`src/rtl/latch_mem_wb_hs.sv`:
```
// MEM/WB pipeline register with valid/ready handshake, flush and sticky halt tracking.
// Define MEM_WB_SKID_EN for the two-entry skid buffer; otherwise a single entry is held.
module latch_mem_wb_hs #(
    parameter int NB_DATA       = 32,
    parameter int NB_ADDR       = 32,
    parameter int NB_REG        = 5,
    parameter int NB_WB_CTRL    = 3,
    parameter int NB_MEM_TO_REG = 2
) (
    input  logic                     i_clock,
    input  logic                     i_reset,
    input  logic                     i_enable_pipe,
    input  logic                     i_flush,
    input  logic                     i_valid,
    output logic                     o_ready,
    input  logic [NB_DATA-1:0]       i_mem_data,
    input  logic [NB_DATA-1:0]       i_alu_result,
    input  logic [NB_DATA-1:0]       i_data_inm,
    input  logic [NB_ADDR-1:0]       i_pc,
    input  logic [NB_WB_CTRL-1:0]    i_WB_control,
    input  logic [NB_REG-1:0]        i_write_register,
    input  logic                     i_halt_detected,
    output logic                     o_valid,
    input  logic                     i_ready,
    output logic [NB_DATA-1:0]       o_mem_data,
    output logic [NB_DATA-1:0]       o_alu_result,
    output logic [NB_DATA-1:0]       o_inm_ext,
    output logic [NB_ADDR-1:0]       o_pc,
    output logic [NB_MEM_TO_REG-1:0] o_mem_to_reg,
    output logic [NB_REG-1:0]        o_write_register,
    output logic                     o_reg_write,
    output logic                     o_halt_detected,
    output logic                     o_halted
);

    typedef enum logic [1:0] {EMPTY, ONE, TWO} state_t;

    typedef struct packed {
        logic [NB_DATA-1:0]    mem_data;
        logic [NB_DATA-1:0]    alu_result;
        logic [NB_DATA-1:0]    data_inm;
        logic [NB_ADDR-1:0]    pc;
        logic [NB_WB_CTRL-1:0] wb_ctrl;
        logic [NB_REG-1:0]     write_register;
        logic                  halt;
    } entry_t;

    state_t state;
    entry_t head;
    entry_t in_entry;
    logic   push;
    logic   pop;

`ifdef MEM_WB_SKID_EN
    entry_t skid;
`endif

    assign in_entry = '{
        mem_data:       i_mem_data,
        alu_result:     i_alu_result,
        data_inm:       i_data_inm,
        pc:             i_pc,
        wb_ctrl:        i_WB_control,
        write_register: i_write_register,
        halt:           i_halt_detected
    };

    assign o_valid = (state != EMPTY);

`ifdef MEM_WB_SKID_EN
    // Skid entry absorbs one push while WB stalls, so o_ready never depends on i_ready.
    assign o_ready = i_enable_pipe & (state != TWO);
`else
    assign o_ready = i_enable_pipe & (~o_valid | i_ready);
`endif

    assign push = i_valid & o_ready;
    assign pop  = o_valid & i_ready & i_enable_pipe;

    // NOTE: every state and payload register uses <= so all of them update from
    // the same pre-edge values, regardless of statement order in this block.
    always_ff @(negedge i_clock) begin
        if (i_reset) begin
            // NOTE: payload registers are cleared too, so data outputs read 0 after reset.
            state    <= EMPTY;
            head     <= '0;
            o_halted <= 1'b0;
`ifdef MEM_WB_SKID_EN
            skid     <= '0;
`endif
        end else if (i_flush) begin
            state <= EMPTY;
        end else begin
            if (pop && head.halt) begin
                o_halted <= 1'b1;
            end
            case (state)
                EMPTY: begin
                    if (push) begin
                        head  <= in_entry;
                        state <= ONE;
                    end
                end
                ONE: begin
                    if (push && pop) begin
                        head <= in_entry;
                    end else if (pop) begin
                        state <= EMPTY;
`ifdef MEM_WB_SKID_EN
                    end else if (push) begin
                        skid  <= in_entry;
                        state <= TWO;
`endif
                    end
                end
`ifdef MEM_WB_SKID_EN
                TWO: begin
                    if (pop) begin
                        head  <= skid;
                        state <= ONE;
                    end
                end
`endif
                default: state <= EMPTY;
            endcase
        end
    end

    assign o_mem_data       = head.mem_data;
    assign o_alu_result     = head.alu_result;
    assign o_inm_ext        = head.data_inm;
    assign o_pc             = head.pc;
    assign o_mem_to_reg     = head.wb_ctrl[NB_MEM_TO_REG-1:0];
    assign o_write_register = head.write_register;
    // Register 0 is hardwired, so writes to it are dropped here rather than in the regfile.
    assign o_reg_write      = head.wb_ctrl[NB_WB_CTRL-1] & o_valid & (head.write_register != '0);
    assign o_halt_detected  = head.halt & o_valid;

endmodule

```
`config.mk`:
```
export PLATFORM = sky130hd
export DESIGN_NAME = latch_mem_wb_hs
export DESIGN_NICKNAME = d
export VERILOG_FILES = /design/src/rtl/latch_mem_wb_hs.sv
export SDC_FILE = /design/constraint.sdc
export NUM_CORES = 1
export LEC_CHECK = 0
export ABC_AREA = 1
export BUFFER_PORTS_ARGS = -buffer_cell sky130_fd_sc_hd__clkbuf_2
export CORE_ASPECT_RATIO = 1.75
export CORE_MARGIN = 10
export CORE_UTILIZATION = 47
export DETAILED_ROUTE_END_ITERATION = 6
export PLACE_DENSITY = 0.77
export REMOVE_ABC_BUFFERS = 1
export SLEW_MARGIN = 20
export SYNTH_ARGS = -nofsm -noshare
export SYNTH_HDL_FRONTEND = slang
export SYNTH_SLANG_ARGS = --single-unit
```
`constraint.sdc`:
```
create_clock -name i_clock -period 1.5 [get_ports i_clock]
set_input_delay 0.3 -clock i_clock [delete_from_list [all_inputs] [get_ports i_clock]]
set_output_delay 0.3 -clock i_clock [all_outputs]
set_load 0.02 [all_outputs]
```
# Yosys cells after proc, flatten, opt, wreduce, memory -nomap -nowiden
# Index checks and enable logic that the tools add are counted.
[totals]
ff_bits = 140
inputBits = 143
out_inout_bits = 140
word_cells = 41
[op_classes]
eq_ne = 5
mux = 7
n_bitwise = 10
reduce_logical = 10
[op_table]
columns = ["operator", "count"]
rows = [
  ["$mux 137", 2],
  ["$pmux 137 s2", 1],
  ["$ne 2x2->1 const B", 4],
  ["$and 1x1->1", 7],
  ["$mux 2", 3],
  ["$reduce_bool 5->1", 1],
  ["$pmux 2 s2", 1],
  ["$reduce_and 4->1", 1],
  ["$reduce_bool 2->1", 2],
  ["$reduce_and 3->1", 1],
  ["$eq 2x1->1 const B", 1],
  ["$logic_and 1x1->1", 2],
  ["$logic_not 2->1", 1],
  ["$not 1->1", 2],
  ["$reduce_and 2->1", 1],
  ["$reduce_or 2->1", 1],
  ["$or 1x1->1", 1],
]

# Depth between registers and ports, before layout
# Gate-level depths: netlist (run 1).
[logic_depth]
word_depth = 8
depth_mapped = 8
depth_no_buf = 6

==> results of run 1 <==
layout make-up:
class	instances	area [sq um]
Antenna cell	1	2.50
Clock buffer	17	425
Clock inverter	154	737
Fill cell	620	1820
Inverter	142	538
Multi-Input combinational cell	564	3320
Sequential cell	139	2990
Tap cell	186	233
Timing Repair Buffer	443	5250
cell families (layout without fill, tap and decap cells):
group | after synthesis | after routing | share of synthesized area
buf+inv | 353 | 756 | 0.279
compound gates | 139 | 139 | 0.0955
other cells | 0 | 1 | 0
simple gates | 425 | 425 | 0.244
flops | 139 | 139 | 0.382
what timing repair did:
action                     CTS  global route
setup endpoints to repair  278           278
pin swaps                   41            67
gates cloned                21            18
setup buffers               24            50
resized for setup          514           357
worst reg2reg max path, stage by stage, from the launching register on:
cell                      delay (ns)
sky130_fd_sc_hd__dfxtp_2        0.34
sky130_fd_sc_hd__inv_2          0.05
sky130_fd_sc_hd__nand2_4        0.08
sky130_fd_sc_hd__nand2_8        0.07
sky130_fd_sc_hd__buf_12         0.16
sky130_fd_sc_hd__buf_12         0.16
sky130_fd_sc_hd__buf_12         0.15
sky130_fd_sc_hd__buf_16         0.15
sky130_fd_sc_hd__nand3_2        0.06
sky130_fd_sc_hd__nand2_1        0.06
sky130_fd_sc_hd__nor2_2         0.29
synthesized netlist by cell type (all sizes together):
master / n
nor3: 1
nand2: 144
buf: 200
clkbuf: 10
inv: 143
nand3: 138
dfxtp: 139
a21oi: 139
nor2: 142
report_power, final:
| group | internal, mW | switching (mW) | leakage, nW |
|---|---|---|---|
| Combinational | 1.80 | 1.85 | 4.76 |
| Clock | 3.36 | 3.87 | 1.06 |
| Sequential | 3.98 | 0.279 | 1.20 |
| Total | 9.14 | 6.00 | 7.02 |
per-layer routing:
layer,vias up,track usage
met5,-,0
met4,4,0.257
met1,4407,0.247
li1,3928,-
met2,1099,0.509
met3,408,0.116
path summary, 6_finish.rpt:
kind,depth (start not counted),endpoint,from
max,5,o_reg_write,o_write_register[4]
min reg2reg,2,o_inm_ext[7],o_inm_ext[7]
min,2,o_inm_ext[7],o_inm_ext[7]
max reg2reg,10,o_mem_data[10],state[0]
placed cells by master, fill, tap and decap left out, types with 2 or more instances in the layout:
master                      netlist  routed
sky130_fd_sc_hd__nand2_4          0       2
sky130_fd_sc_hd__clkbuf_16        0      33
sky130_fd_sc_hd__nand2_8          0       2
sky130_fd_sc_hd__buf_16           0      21
sky130_fd_sc_hd__buf_8            0     148
sky130_fd_sc_hd__nor2_4           0       3
sky130_fd_sc_hd__nand2_1        143     123
sky130_fd_sc_hd__bufinv_16        0       4
sky130_fd_sc_hd__nand3_2          0      46
sky130_fd_sc_hd__a21oi_4          0      26
sky130_fd_sc_hd__nor2_2           1      20
sky130_fd_sc_hd__nand3_1        138      90
sky130_fd_sc_hd__a21oi_1        139      77
sky130_fd_sc_hd__dfxtp_4          0      16
sky130_fd_sc_hd__dfxtp_1        139       2
sky130_fd_sc_hd__inv_4            0       3
sky130_fd_sc_hd__buf_4          152      68
sky130_fd_sc_hd__nand2_2          1      17
sky130_fd_sc_hd__clkbuf_2         0     138
sky130_fd_sc_hd__inv_1          142     277
sky130_fd_sc_hd__a21oi_2          0      36
sky130_fd_sc_hd__dfxtp_2          0     121
sky130_fd_sc_hd__clkinv_4         0       3
sky130_fd_sc_hd__buf_6           12      22
sky130_fd_sc_hd__nor2_1         141     119
sky130_fd_sc_hd__nand3_4          0       2
sky130_fd_sc_hd__inv_2            1       3
sky130_fd_sc_hd__inv_8            0       4
sky130_fd_sc_hd__buf_12           0      30
==> impl_metrics.prom, run 1 <==
# TYPE chip_impl_metric gauge
chip_impl_info{name="run_status",value="finished with violations"} 1
chip_impl_info{name="violated_checks",value="design-rule violations, negative setup slack"} 1
chip_impl_metric{name="synth-seq-area-share",unit=""} 0.382
chip_impl_metric{name="grt_use_total",unit=""} 0.291
chip_impl_metric{name="detailroute.wirelength.met3",unit="um"} 5770
chip_impl_metric{name="total_power_of_the_final_layout",unit="mW"} 15.1
chip_impl_metric{name="post-place-ws",unit="ns"} -0.601
chip_impl_metric{name="setup_ws",unit="ns"} -0.892
chip_impl_metric{name="detail_route.wl_per_cell",unit="um"} 27.6
chip_impl_metric{name="detailroute.wirelength.met2",unit="um"} 21300
chip_impl_metric{name="initial_core_util",unit=""} 0.475
chip_impl_metric{name="postRouteAntennaNets",unit=""} 0
chip_impl_metric{name="final-hold-violation-count",unit=""} 0
chip_impl_metric{name="share_of_post_route_cells_with_drive_strength_above_1",unit=""} 0.528
chip_impl_metric{name="io_pins",unit=""} 283
chip_impl_metric{name="clkSlewWorstSetupHoldPaths",unit="ns"} 0.11
chip_impl_metric{name="via_count_of_the_first_global_routing_pass",unit=""} 9268
chip_impl_metric{name="final_core_utilization",unit=""} 0.881
chip_impl_metric{name="tightestPinTransition",unit="ns"} 0.359
chip_impl_metric{name="synthToLayoutAreaGrowth",unit="%"} 85.4
chip_impl_metric{name="drt_first_iter_violations",unit=""} 1217
chip_impl_metric{name="post-place-cells",unit=""} 1374
chip_impl_metric{name="ctsHtreeMaxLevel",unit=""} 4
chip_impl_metric{name="postSynthRegisterBits",unit=""} 139
chip_impl_metric{name="dpl-instance-area",unit="sq mm"} 0.00811
chip_impl_metric{name="antenna_found_initial",unit=""} 3
chip_impl_metric{name="horizontal_die_dimension",unit="um"} 114
chip_impl_metric{name="routed_wl",unit="um"} 45500
chip_impl_metric{name="yosysWarnings",unit=""} 0
chip_impl_metric{name="maxCapViolations",unit=""} 0
chip_impl_metric{name="cts.hold.buffers_added",unit=""} 0
chip_impl_metric{name="routed_via_density",unit=""} 5.98
chip_impl_info{name="netlist.top_cell.by_area",value="sky130_fd_sc_hd__dfxtp_1"} 1
chip_impl_info{name="tritoncts",value="yes"} 1
chip_impl_info{name="timing.critical_path.slowest_stage_cell",value="sky130_fd_sc_hd__dfxtp_2"} 1
chip_impl_metric{name="fin_hold_ws",unit="ns"} 0.491
chip_impl_metric{name="drc_errors",unit=""} 8
chip_impl_metric{name="clock_latency",unit="ns"} 0.64
chip_impl_metric{name="cts_made_buffers",unit=""} 17
chip_impl_info{name="crit_chain",value="nor3_2 -> nand2_1 -> nand3_1 -> inv_2 -> buf_8"} 1
chip_impl_metric{name="slew_headroom",unit=""} 0.760
chip_impl_metric{name="core_region",unit="sq mm"} 0.0153
chip_impl_metric{name="final_nets",unit=""} 1589
chip_impl_metric{name="worst-endpoint-required",unit="ns"} 1.20
chip_impl_metric{name="routedLengthMet1",unit="um"} 13600
chip_impl_info{name="worstSetupEndpointType",value="output pin"} 1
chip_impl_metric{name="setup-violations-final",unit=""} 278
chip_impl_metric{name="worstPathBufferInverterCount",unit=""} 2
chip_impl_metric{name="final_global_route_overflow_total",unit=""} 0
chip_impl_info{name="rsz0062_at_grt",value="true"} 1
chip_impl_metric{name="placement.io_buffers",unit=""} 282
chip_impl_info{name="highest_layer",value="met5"} 1
chip_impl_metric{name="gp_congestion",unit=""} 0.864
chip_impl_metric{name="finClkSkew",unit="ns"} 0.197
chip_impl_metric{name="timing.critical_path.slowest_cell_delay",unit="ns"} 0.36
chip_impl_metric{name="grt_pass1_wl",unit="um"} 48500
chip_impl_metric{name="syn-mean-instance-area",unit="sq um"} 6.89
chip_impl_metric{name="clock_path_buffers",unit=""} 2
chip_impl_info{name="kind_of_start_point_of_the_critical_path",value="register"} 1
chip_impl_metric{name="synth_top_area_frac",unit=""} 0.382
chip_impl_metric{name="post_synth_instance_area",unit="sq mm"} 0.00728
chip_impl_metric{name="synth_instances",unit=""} 1056
chip_impl_metric{name="irDropWorstVdd",unit="mV"} 0.960
chip_impl_metric{name="timing.critical_path.fanout_max",unit=""} 2
chip_impl_metric{name="post-route-cell-area",unit="sq mm"} 0.0135
chip_impl_metric{name="synth.lib_cells_used.distinct",unit=""} 15
chip_impl_metric{name="die_area",unit="sq mm"} 0.0211
chip_impl_info{name="clock-root-buffer",value="sky130_fd_sc_hd__clkbuf_16"} 1
chip_impl_metric{name="timing.final.max_slew_violations",unit=""} 0
chip_impl_metric{name="chipHeight",unit="um"} 185
chip_impl_info{name="critPathKind",value="reg -> out"} 1
chip_impl_info{name="critical-path-top-delay-family",value="flip-flops"} 1
chip_impl_metric{name="drt_pre_antenna_iters",unit=""} 7
chip_impl_metric{name="pwr_density_cell",unit="mW/mm^2"} 1120
chip_impl_metric{name="leakage_power_figure",unit="nW"} 7.02
chip_impl_info{name="synth.area.top_cells",value="sky130_fd_sc_hd__dfxtp_1 38%, sky130_fd_sc_hd__buf_4 16%, sky130_fd_sc_hd__a21oi_1 9.6%, sky130_fd_sc_hd__nand3_1 9.5%, sky130_fd_sc_hd__nand2_1 7.4%"} 1
chip_impl_metric{name="data_arrival_time_of_the_critical_path",unit="ns"} 2.09
chip_impl_metric{name="dpl.hpwl",unit="um"} 15400
chip_impl_info{name="hold_path.class",value="reg -> reg"} 1
chip_impl_metric{name="pin_count_of_the_biggest_net_entering_global_routing",unit=""} 44
chip_impl_metric{name="vias",unit=""} 9846
chip_impl_metric{name="placementRows",unit=""} 60
chip_impl_metric{name="clkSinkCount",unit=""} 139
chip_impl_metric{name="r2r_slack",unit="ns"} -0.17
chip_impl_metric{name="tns",unit="ns"} -106.19
chip_impl_metric{name="fin_cells",unit=""} 1646
Power figures use the tool's default switching activity.
==> run 2: changes to the inputs <==
--- a/config.mk
+++ b/config.mk
@@ -5,13 +5,10 @@
 export SDC_FILE = /design/constraint.sdc
 export NUM_CORES = 1
 export LEC_CHECK = 0
-export ABC_AREA = 1
 export BUFFER_PORTS_ARGS = -buffer_cell sky130_fd_sc_hd__clkbuf_2
 export CORE_ASPECT_RATIO = 1.75
-export CORE_MARGIN = 10
-export CORE_UTILIZATION = 47
+export CORE_UTILIZATION = 35
 export DETAILED_ROUTE_END_ITERATION = 6
-export PLACE_DENSITY = 0.77
 export REMOVE_ABC_BUFFERS = 1
 export SLEW_MARGIN = 20
 export SYNTH_ARGS = -nofsm -noshare
==> run 2 against run 1 <==
Total power down 26%. Synthesized area grew 1.4%. Register-to-register slack better by 0.23 ns. Highest routed layer is now met4. The run still ends with design-rule violations, negative setup slack left. Sequential cell count is the same.
==> impl_metrics.prom, run 2 <==
# TYPE chip_impl_metric gauge
chip_impl_info{name="synth.cells.most_frequent",value="275 x sky130_fd_sc_hd__nand2b_1, 139 x sky130_fd_sc_hd__dfxtp_1, 137 x sky130_fd_sc_hd__mux2i_1"} 1
chip_impl_metric{name="final_nets",unit=""} 1292
chip_impl_metric{name="final-hold-violation-count",unit=""} 0
chip_impl_metric{name="clock_path_buffers",unit=""} 2
chip_impl_metric{name="initial_core_util",unit=""} 0.356
chip_impl_metric{name="horizontal_die_dimension",unit="um"} 112
chip_impl_info{name="most-common-layout-cells",value="274 x sky130_fd_sc_hd__nand2b_1, 149 x sky130_fd_sc_hd__buf_8, 142 x sky130_fd_sc_hd__inv_1, 140 x sky130_fd_sc_hd__clkbuf_2, 134 x sky130_fd_sc_hd__dfxtp_2"} 1
chip_impl_metric{name="tns",unit="ns"} -99.09
chip_impl_metric{name="data_arrival_time_of_the_critical_path",unit="ns"} 2.36
chip_impl_metric{name="dpl-instance-area",unit="sq mm"} 0.00828
chip_impl_metric{name="worst-endpoint-required",unit="ns"} 1.20
chip_impl_metric{name="via_count_of_the_first_global_routing_pass",unit=""} 6572
chip_impl_metric{name="p_int",unit="mW"} 7.77
chip_impl_metric{name="postRouteAntennaNets",unit=""} 0
chip_impl_info{name="kind_of_start_point_of_the_critical_path",value="register"} 1
chip_impl_metric{name="share_of_post_route_cells_with_drive_strength_above_1",unit=""} 0.518
chip_impl_info{name="critPathKind",value="reg -> out"} 1
chip_impl_metric{name="clock_latency",unit="ns"} 0.47
chip_impl_metric{name="post-place-cells",unit=""} 1158
chip_impl_metric{name="io_pins",unit=""} 283
chip_impl_metric{name="pwr_density_cell",unit="mW/mm^2"} 936
chip_impl_info{name="ys.flop_type",value="sky130_fd_sc_hd__dfxtp_1"} 1
chip_impl_metric{name="gp_congestion",unit=""} 0.771
chip_impl_metric{name="irDropWorstVdd",unit="mV"} 0.628
chip_impl_metric{name="synth.lib_cells_used.distinct",unit=""} 20
chip_impl_metric{name="synthToLayoutAreaGrowth",unit="%"} 62.3
chip_impl_metric{name="total_power_of_the_final_layout",unit="mW"} 11.2
chip_impl_metric{name="chipHeight",unit="um"} 194
chip_impl_metric{name="power.net_switching",unit="mW"} 3.44
chip_impl_info{name="netlist.top_cell.by_area",value="sky130_fd_sc_hd__dfxtp_1"} 1
chip_impl_metric{name="leakage_power_figure",unit="nW"} 5.69
chip_impl_metric{name="maxCapViolations",unit=""} 0
chip_impl_metric{name="setup-violations-final",unit=""} 277
chip_impl_metric{name="postSynthRegisterBits",unit=""} 139
chip_impl_metric{name="synth_top_area_frac",unit=""} 0.377
chip_impl_metric{name="placement.io_buffers",unit=""} 282
chip_impl_metric{name="finClkSkew",unit="ns"} 0.0204
chip_impl_metric{name="grt_use_total",unit=""} 0.186
chip_impl_metric{name="grt_pass1_wl",unit="um"} 31200
chip_impl_metric{name="ctsHtreeMaxLevel",unit=""} 4
chip_impl_metric{name="synth-edff-count",unit=""} 0
chip_impl_metric{name="n_fill_cell",unit=""} 1779
chip_impl_info{name="rsz0062_at_grt",value="true"} 1
chip_impl_metric{name="synth_instances",unit=""} 744
chip_impl_info{name="run_status",value="finished with violations"} 1
chip_impl_metric{name="core_region",unit="sq mm"} 0.0208
chip_impl_info{name="clock-root-buffer",value="sky130_fd_sc_hd__clkbuf_16"} 1
chip_impl_metric{name="fin_hold_ws",unit="ns"} 0.480
chip_impl_metric{name="final_global_route_overflow_total",unit=""} 0
chip_impl_metric{name="drc_errors",unit=""} 14
chip_impl_metric{name="cts.hold.buffers_added",unit=""} 0
chip_impl_metric{name="synth-seq-area-share",unit=""} 0.377
chip_impl_info{name="worstSetupEndpointType",value="output pin"} 1
chip_impl_metric{name="dpl.hpwl",unit="um"} 12200
chip_impl_metric{name="pin_count_of_the_biggest_net_entering_global_routing",unit=""} 100
chip_impl_metric{name="timing.critical_path.fanout_max",unit=""} 2
chip_impl_metric{name="routed_wl",unit="um"} 20600
chip_impl_metric{name="post_synth_instance_area",unit="sq mm"} 0.00738
chip_impl_metric{name="setup_ws",unit="ns"} -1.16
chip_impl_metric{name="yosysWarnings",unit=""} 0
chip_impl_metric{name="cts_made_buffers",unit=""} 17
chip_impl_metric{name="drt_first_iter_violations",unit=""} 214
chip_impl_metric{name="post-route-cell-area",unit="sq mm"} 0.0120
chip_impl_metric{name="drt_pre_antenna_iters",unit=""} 6
chip_impl_metric{name="syn-mean-instance-area",unit="sq um"} 9.92
chip_impl_metric{name="die_area",unit="sq mm"} 0.0217
chip_impl_metric{name="slew_headroom",unit=""} 0.790
chip_impl_metric{name="fin_cells",unit=""} 1414
chip_impl_metric{name="share_seq_of_total_power",unit=""} 0.356
chip_impl_metric{name="detail_route.wl_per_cell",unit="um"} 14.6
chip_impl_metric{name="timing.final.max_slew_violations",unit=""} 0
chip_impl_info{name="tritoncts",value="yes"} 1
chip_impl_metric{name="antenna_found_initial",unit=""} 1
chip_impl_info{name="synth.area.top_cells",value="sky130_fd_sc_hd__dfxtp_1 38%, sky130_fd_sc_hd__nand2b_1 23%, sky130_fd_sc_hd__mux2i_1 19%, sky130_fd_sc_hd__buf_4 14%, sky130_fd_sc_hd__buf_12 3.3%"} 1
chip_impl_metric{name="tightestPinTransition",unit="ns"} 0.315
chip_impl_metric{name="clkSinkCount",unit=""} 139
chip_impl_info{name="mostFrequentLayoutCell",value="sky130_fd_sc_hd__nand2b_1"} 1
chip_impl_info{name="yosysMostFrequentCell",value="sky130_fd_sc_hd__nand2b_1"} 1
chip_impl_metric{name="sw_frac_of_total",unit=""} 0.307
chip_impl_info{name="hold_path.class",value="reg -> reg"} 1
chip_impl_metric{name="vias",unit=""} 6158
chip_impl_metric{name="power.share.combinational",unit=""} 0.145
chip_impl_metric{name="clkSlewWorstSetupHoldPaths",unit="ns"} 0.03
chip_impl_metric{name="clkPwrFrac",unit=""} 0.499
chip_impl_metric{name="routed_via_density",unit=""} 4.36
chip_impl_metric{name="postSynth.asyncResetShare",unit=""} 0
chip_impl_info{name="violated_checks",value="design-rule violations, negative setup slack"} 1
chip_impl_metric{name="placementRows",unit=""} 70
==> run 2: changes by cell type in the layout (fill, tap and decap cells not counted), moves of 46 or more <==
cell and delta:
sky130_fd_sc_hd__nand2_1 -122, sky130_fd_sc_hd__mux2i_1 +133, sky130_fd_sc_hd__nand2b_1 +274, sky130_fd_sc_hd__inv_1 -135, sky130_fd_sc_hd__nor2_1 -118, sky130_fd_sc_hd__nand3_2 -46, sky130_fd_sc_hd__nand3_1 -90, sky130_fd_sc_hd__a21oi_1 -77
==> run 2: cells by family after synthesis <==
logic type | count (synthesis) | synth area share
compound gates | 3 | 0.00322
mux | 137 | 0.186
flops | 139 | 0.377
buf+inv | 182 | 0.193
simple gates | 283 | 0.241
==> run 2: timing repair <==
action                                  CTS  global route
pin swaps                                 3             1
setup buffers                            33            46
cloned                                   15             0
endpoints found under the hold margin     0             0
endpoints found under the setup margin  269           277
resized for setup                       455           152
==> run 2: per-layer routing <==
| layer | vias up | GRT usage | share of wire |
|---|---|---|---|
| li1 | 3035 | - | - |
| met1 | 2869 | 0.168 | 0.36 |
| met2 | 209 | 0.331 | 0.55 |
| met3 | 45 | 0.0760 | 0.057 |
| met4 | 0 | 0.132 | 0.035 |
| met5 | - | 0 | 0 |
==> run 2: worst max-delay path: stages (launching register included) <==
cell                      delay [ns]
sky130_fd_sc_hd__dfxtp_2        0.31
sky130_fd_sc_hd__or3_1          0.38
sky130_fd_sc_hd__o311a_1        0.30
sky130_fd_sc_hd__buf_2          0.16
==> run 2: path summary, 6_finish.rpt <==
check	startpoint	end	slack, ns	depth (start not counted)
worst max-delay path	o_write_register[1]	o_reg_write	-1.16	3
worst min-delay path	o_pc[12]	o_pc[12]	0.48	2
worst max register to register	state[0]	o_mem_data[7]	0.06	7
worst min register to register	o_pc[12]	o_pc[12]	0.48	2
==> run 2: power by group through the flow <==
stage | clock network, mW | logic (mW) | registers (mW)
after CTS | 5.81 | 1.55 | 3.96
final | 5.59 | 1.62 | 4.00
after floorplan | 0.564 | 0.411 | 4.12
after global routing | 6.27 | 1.72 | 4.00
after detailed placement | 0.564 | 1.14 | 3.97
after global placement | 0.564 | 1.13 | 3.97
==> run 2: cell type report <==
type	count	area, sq um	area share
diodes	1	2.50	0.000209
repair buffers	429	4440	0.370
multi-input cells	423	3200	0.267
well taps	252	315	0.0263
clock buffers	17	425	0.0355
flip-flops and latches	139	2950	0.247
clock inverters	153	646	0.0539
==> run 2: per-stage QoR <==
stage / utilization / worst slack, ns
2_1_floorplan: - / -1.50
3_3_place_gp: 0.399 / -0.658
3_5_place_dp: 0.399 / -0.675
4_1_cts: 0.560 / -1.16
5_1_grt: 0.577 / -1.20
6_report: 0.577 / -1.16
==> run 3: changes to the inputs <==
--- a/config.mk
+++ b/config.mk
@@ -5,10 +5,11 @@
 export SDC_FILE = /design/constraint.sdc
 export NUM_CORES = 1
 export LEC_CHECK = 0
-export BUFFER_PORTS_ARGS = -buffer_cell sky130_fd_sc_hd__clkbuf_2
 export CORE_ASPECT_RATIO = 1.75
 export CORE_UTILIZATION = 35
+export CTS_BUF_LIST = sky130_fd_sc_hd__clkbuf_2 sky130_fd_sc_hd__clkbuf_4 sky130_fd_sc_hd__clkbuf_8
 export DETAILED_ROUTE_END_ITERATION = 6
+export DONT_BUFFER_PORTS = 1
 export REMOVE_ABC_BUFFERS = 1
 export SLEW_MARGIN = 20
 export SYNTH_ARGS = -nofsm -noshare
==> run 3 against run 2 <==
The run still ends with design-rule violations, negative setup slack left. Count of clock-buffer cells in the layout stayed put. Register-to-register slack worse by 0.10 ns. First-iteration DRC count is 7.5% lower. Critical path depth is 1 lower. Via count is 22% lower. Core utilization is 16 points lower. Worst setup slack better by 0.092 ns. Total power is 14% lower.
==> impl_metrics.prom, run 3 (synthesized netlist as in run 2, its figures left out) <==
# TYPE chip_impl_metric gauge
chip_impl_metric{name="clkSinkCount",unit=""} 139
chip_impl_metric{name="antenna_found_initial",unit=""} 0
chip_impl_metric{name="clkPwrFrac",unit=""} 0.520
chip_impl_metric{name="vias",unit=""} 4816
chip_impl_metric{name="dpl.hpwl",unit="um"} 11000
chip_impl_metric{name="p_int",unit="mW"} 6.61
chip_impl_metric{name="fin_hold_ws",unit="ns"} 0.504
chip_impl_metric{name="chipHeight",unit="um"} 194
chip_impl_metric{name="worst-endpoint-required",unit="ns"} 1.20
chip_impl_info{name="crit_chain",value="or3_4 -> o311a_4"} 1
chip_impl_metric{name="power.net_switching",unit="mW"} 3.07
chip_impl_info{name="tritoncts",value="yes"} 1
chip_impl_metric{name="placementRows",unit=""} 70
chip_impl_metric{name="drc_errors",unit=""} 29
chip_impl_metric{name="power.share.combinational",unit=""} 0.071
chip_impl_metric{name="initial_core_util",unit=""} 0.356
chip_impl_info{name="kind_of_start_point_of_the_critical_path",value="register"} 1
chip_impl_info{name="worstSetupEndpointType",value="output pin"} 1
chip_impl_metric{name="routed_wl",unit="um"} 17400
chip_impl_metric{name="drt_first_iter_violations",unit=""} 198
chip_impl_metric{name="setup-violations-final",unit=""} 277
chip_impl_metric{name="clock_latency",unit="ns"} 0.48
chip_impl_metric{name="timing.critical_path.fanout_max",unit=""} 2
chip_impl_metric{name="via_count_of_the_first_global_routing_pass",unit=""} 5414
chip_impl_metric{name="die_area",unit="sq mm"} 0.0217
chip_impl_metric{name="cts_made_buffers",unit=""} 17
chip_impl_metric{name="slew_headroom",unit=""} 0.853
chip_impl_metric{name="grt_pass1_wl",unit="um"} 26600
chip_impl_metric{name="setup_ws",unit="ns"} -1.07
chip_impl_metric{name="final_nets",unit=""} 919
chip_impl_metric{name="finClkSkew",unit="ns"} 0.0154
chip_impl_info{name="hold_path.class",value="reg -> reg"} 1
chip_impl_metric{name="pin_count_of_the_biggest_net_entering_global_routing",unit=""} 277
chip_impl_metric{name="tightestPinTransition",unit="ns"} 0.221
chip_impl_metric{name="share_of_post_route_cells_with_drive_strength_above_1",unit=""} 0.299
chip_impl_info{name="most-common-layout-cells",value="274 x sky130_fd_sc_hd__nand2b_1, 139 x sky130_fd_sc_hd__inv_1, 132 x sky130_fd_sc_hd__mux2i_1, 131 x sky130_fd_sc_hd__dfxtp_4, 19 x sky130_fd_sc_hd__buf_6"} 1
chip_impl_info{name="critical-path-top-delay-family",value="simple AND/OR/NAND/NOR gates"} 1
chip_impl_metric{name="drt_pre_antenna_iters",unit=""} 6
chip_impl_metric{name="detail_route.wl_per_cell",unit="um"} 16.7
chip_impl_metric{name="final_global_route_overflow_total",unit=""} 0
chip_impl_metric{name="maxCapViolations",unit=""} 0
chip_impl_metric{name="tns",unit="ns"} -81.95
chip_impl_metric{name="clock_path_buffers",unit=""} 2
chip_impl_info{name="violated_checks",value="design-rule violations, negative setup slack"} 1
chip_impl_metric{name="routed_via_density",unit=""} 4.63
chip_impl_info{name="clock-root-buffer",value="sky130_fd_sc_hd__clkbuf_8"} 1
chip_impl_metric{name="cts.hold.buffers_added",unit=""} 0
chip_impl_metric{name="grt_use_total",unit=""} 0.160
chip_impl_metric{name="core_region",unit="sq mm"} 0.0208
chip_impl_metric{name="timing.final.max_slew_violations",unit=""} 0
chip_impl_info{name="rsz0062_at_grt",value="true"} 1
chip_impl_metric{name="irDropWorstVdd",unit="mV"} 0.468
chip_impl_metric{name="data_arrival_time_of_the_critical_path",unit="ns"} 2.27
chip_impl_metric{name="leakage_power_figure",unit="nW"} 3.58
chip_impl_metric{name="postRouteAntennaNets",unit=""} 0
chip_impl_metric{name="n_fill_cell",unit=""} 2060
chip_impl_metric{name="gp_congestion",unit=""} 0.775
chip_impl_metric{name="worstPathBufferInverterCount",unit=""} 0
chip_impl_metric{name="clkSlewWorstSetupHoldPaths",unit="ns"} 0.04
chip_impl_metric{name="ctsHtreeMaxLevel",unit=""} 4
chip_impl_metric{name="final-hold-violation-count",unit=""} 0
chip_impl_metric{name="placement.io_buffers",unit=""} 0
chip_impl_metric{name="share_seq_of_total_power",unit=""} 0.409
chip_impl_metric{name="pwr_density_cell",unit="mW/mm^2"} 1110
chip_impl_info{name="mostFrequentLayoutCell",value="sky130_fd_sc_hd__nand2b_1"} 1
chip_impl_metric{name="synthToLayoutAreaGrowth",unit="%"} 18.0
chip_impl_info{name="critPathKind",value="reg -> out"} 1
chip_impl_metric{name="timing.critical_path.slowest_cell_delay",unit="ns"} 0.38
chip_impl_metric{name="horizontal_die_dimension",unit="um"} 112
chip_impl_info{name="timing.critical_path.slowest_stage_cell",value="sky130_fd_sc_hd__or3_4"} 1
chip_impl_info{name="run_status",value="finished with violations"} 1
chip_impl_metric{name="io_pins",unit=""} 283
chip_impl_metric{name="sw_frac_of_total",unit=""} 0.317
run 3: area by class of cell:
cell class                 instances  area (sq um)  share of cell area
sequential                       139          3280               0.377
multi-input combinational        423          3240               0.371
timing repair buffer              56           907               0.104
clock inverter                   153           736              0.0844
tap                              252           315              0.0362
clock buffer                      17           234              0.0269
antenna                            1          2.50            0.000287
run 3: through the flow:
step / instance area (sq um) / utilization / power [mW] / worst slack [ns] / instances
after floorplan: 5960 / - / 5.10 / -1.50 / 563
after global placement: 6610 / 0.318 / 5.22 / -0.602 / 848
after detailed placement: 6610 / 0.318 / 5.25 / -0.625 / 848
after CTS: 8660 / 0.417 / 9.91 / -1.13 / 1038
after global routing: 8710 / 0.420 / 10.5 / -1.13 / 1040
final: 8710 / 0.420 / 9.69 / -1.07 / 1041
run 3: path summary, 6_finish.rpt:
kind                             from                  end  slack, ns  cells past startpoint
setup / recovery  o_write_register[1]          o_reg_write      -1.07                      2
setup reg to reg             state[0]  o_write_register[0]      -0.04                      7
hold reg to reg               head[8]              head[8]       0.50                      2
hold / removal                head[8]              head[8]       0.50                      2
run 3: layer usage:
| layer | part of all wire | up-vias | GRT usage |
|---|---|---|---|
| li1 | - | 2305 | - |
| met1 | 0.32 | 2260 | 0.127 |
| met2 | 0.57 | 209 | 0.288 |
| met3 | 0.073 | 42 | 0.0835 |
| met4 | 0.034 | 0 | 0.121 |
| met5 | 0 | - | 0 |
run 3: what timing repair did:
action                     4_1_cts  5_1_grt
setup buffers                    9        8
gates resized for setup        321       28
setup endpoints to repair      235      277
pin swaps                        3        1
gates cloned                    12        1
run 3: power groups by stage:
| stage | clock network, mW | registers [mW] | logic [mW] |
|---|---|---|---|
| finish | 5.04 | 3.96 | 0.684 |
| detailed placement | 0.564 | 4.16 | 0.534 |
| global placement | 0.564 | 4.15 | 0.508 |
| CTS | 5.26 | 3.96 | 0.685 |
| global route | 5.77 | 3.96 | 0.736 |
| floorplan | 0.564 | 4.12 | 0.411 |
run 3: worst reg2reg max path: stages (launching register included):
cell and delay [ns]:
sky130_fd_sc_hd__dfxtp_4 0.36, sky130_fd_sc_hd__nand2b_4 0.08, sky130_fd_sc_hd__buf_6 0.09, sky130_fd_sc_hd__and3_4 0.31, sky130_fd_sc_hd__buf_12 0.20, sky130_fd_sc_hd__buf_6 0.13
sky130_fd_sc_hd__buf_6 0.10, sky130_fd_sc_hd__mux2i_1 0.20
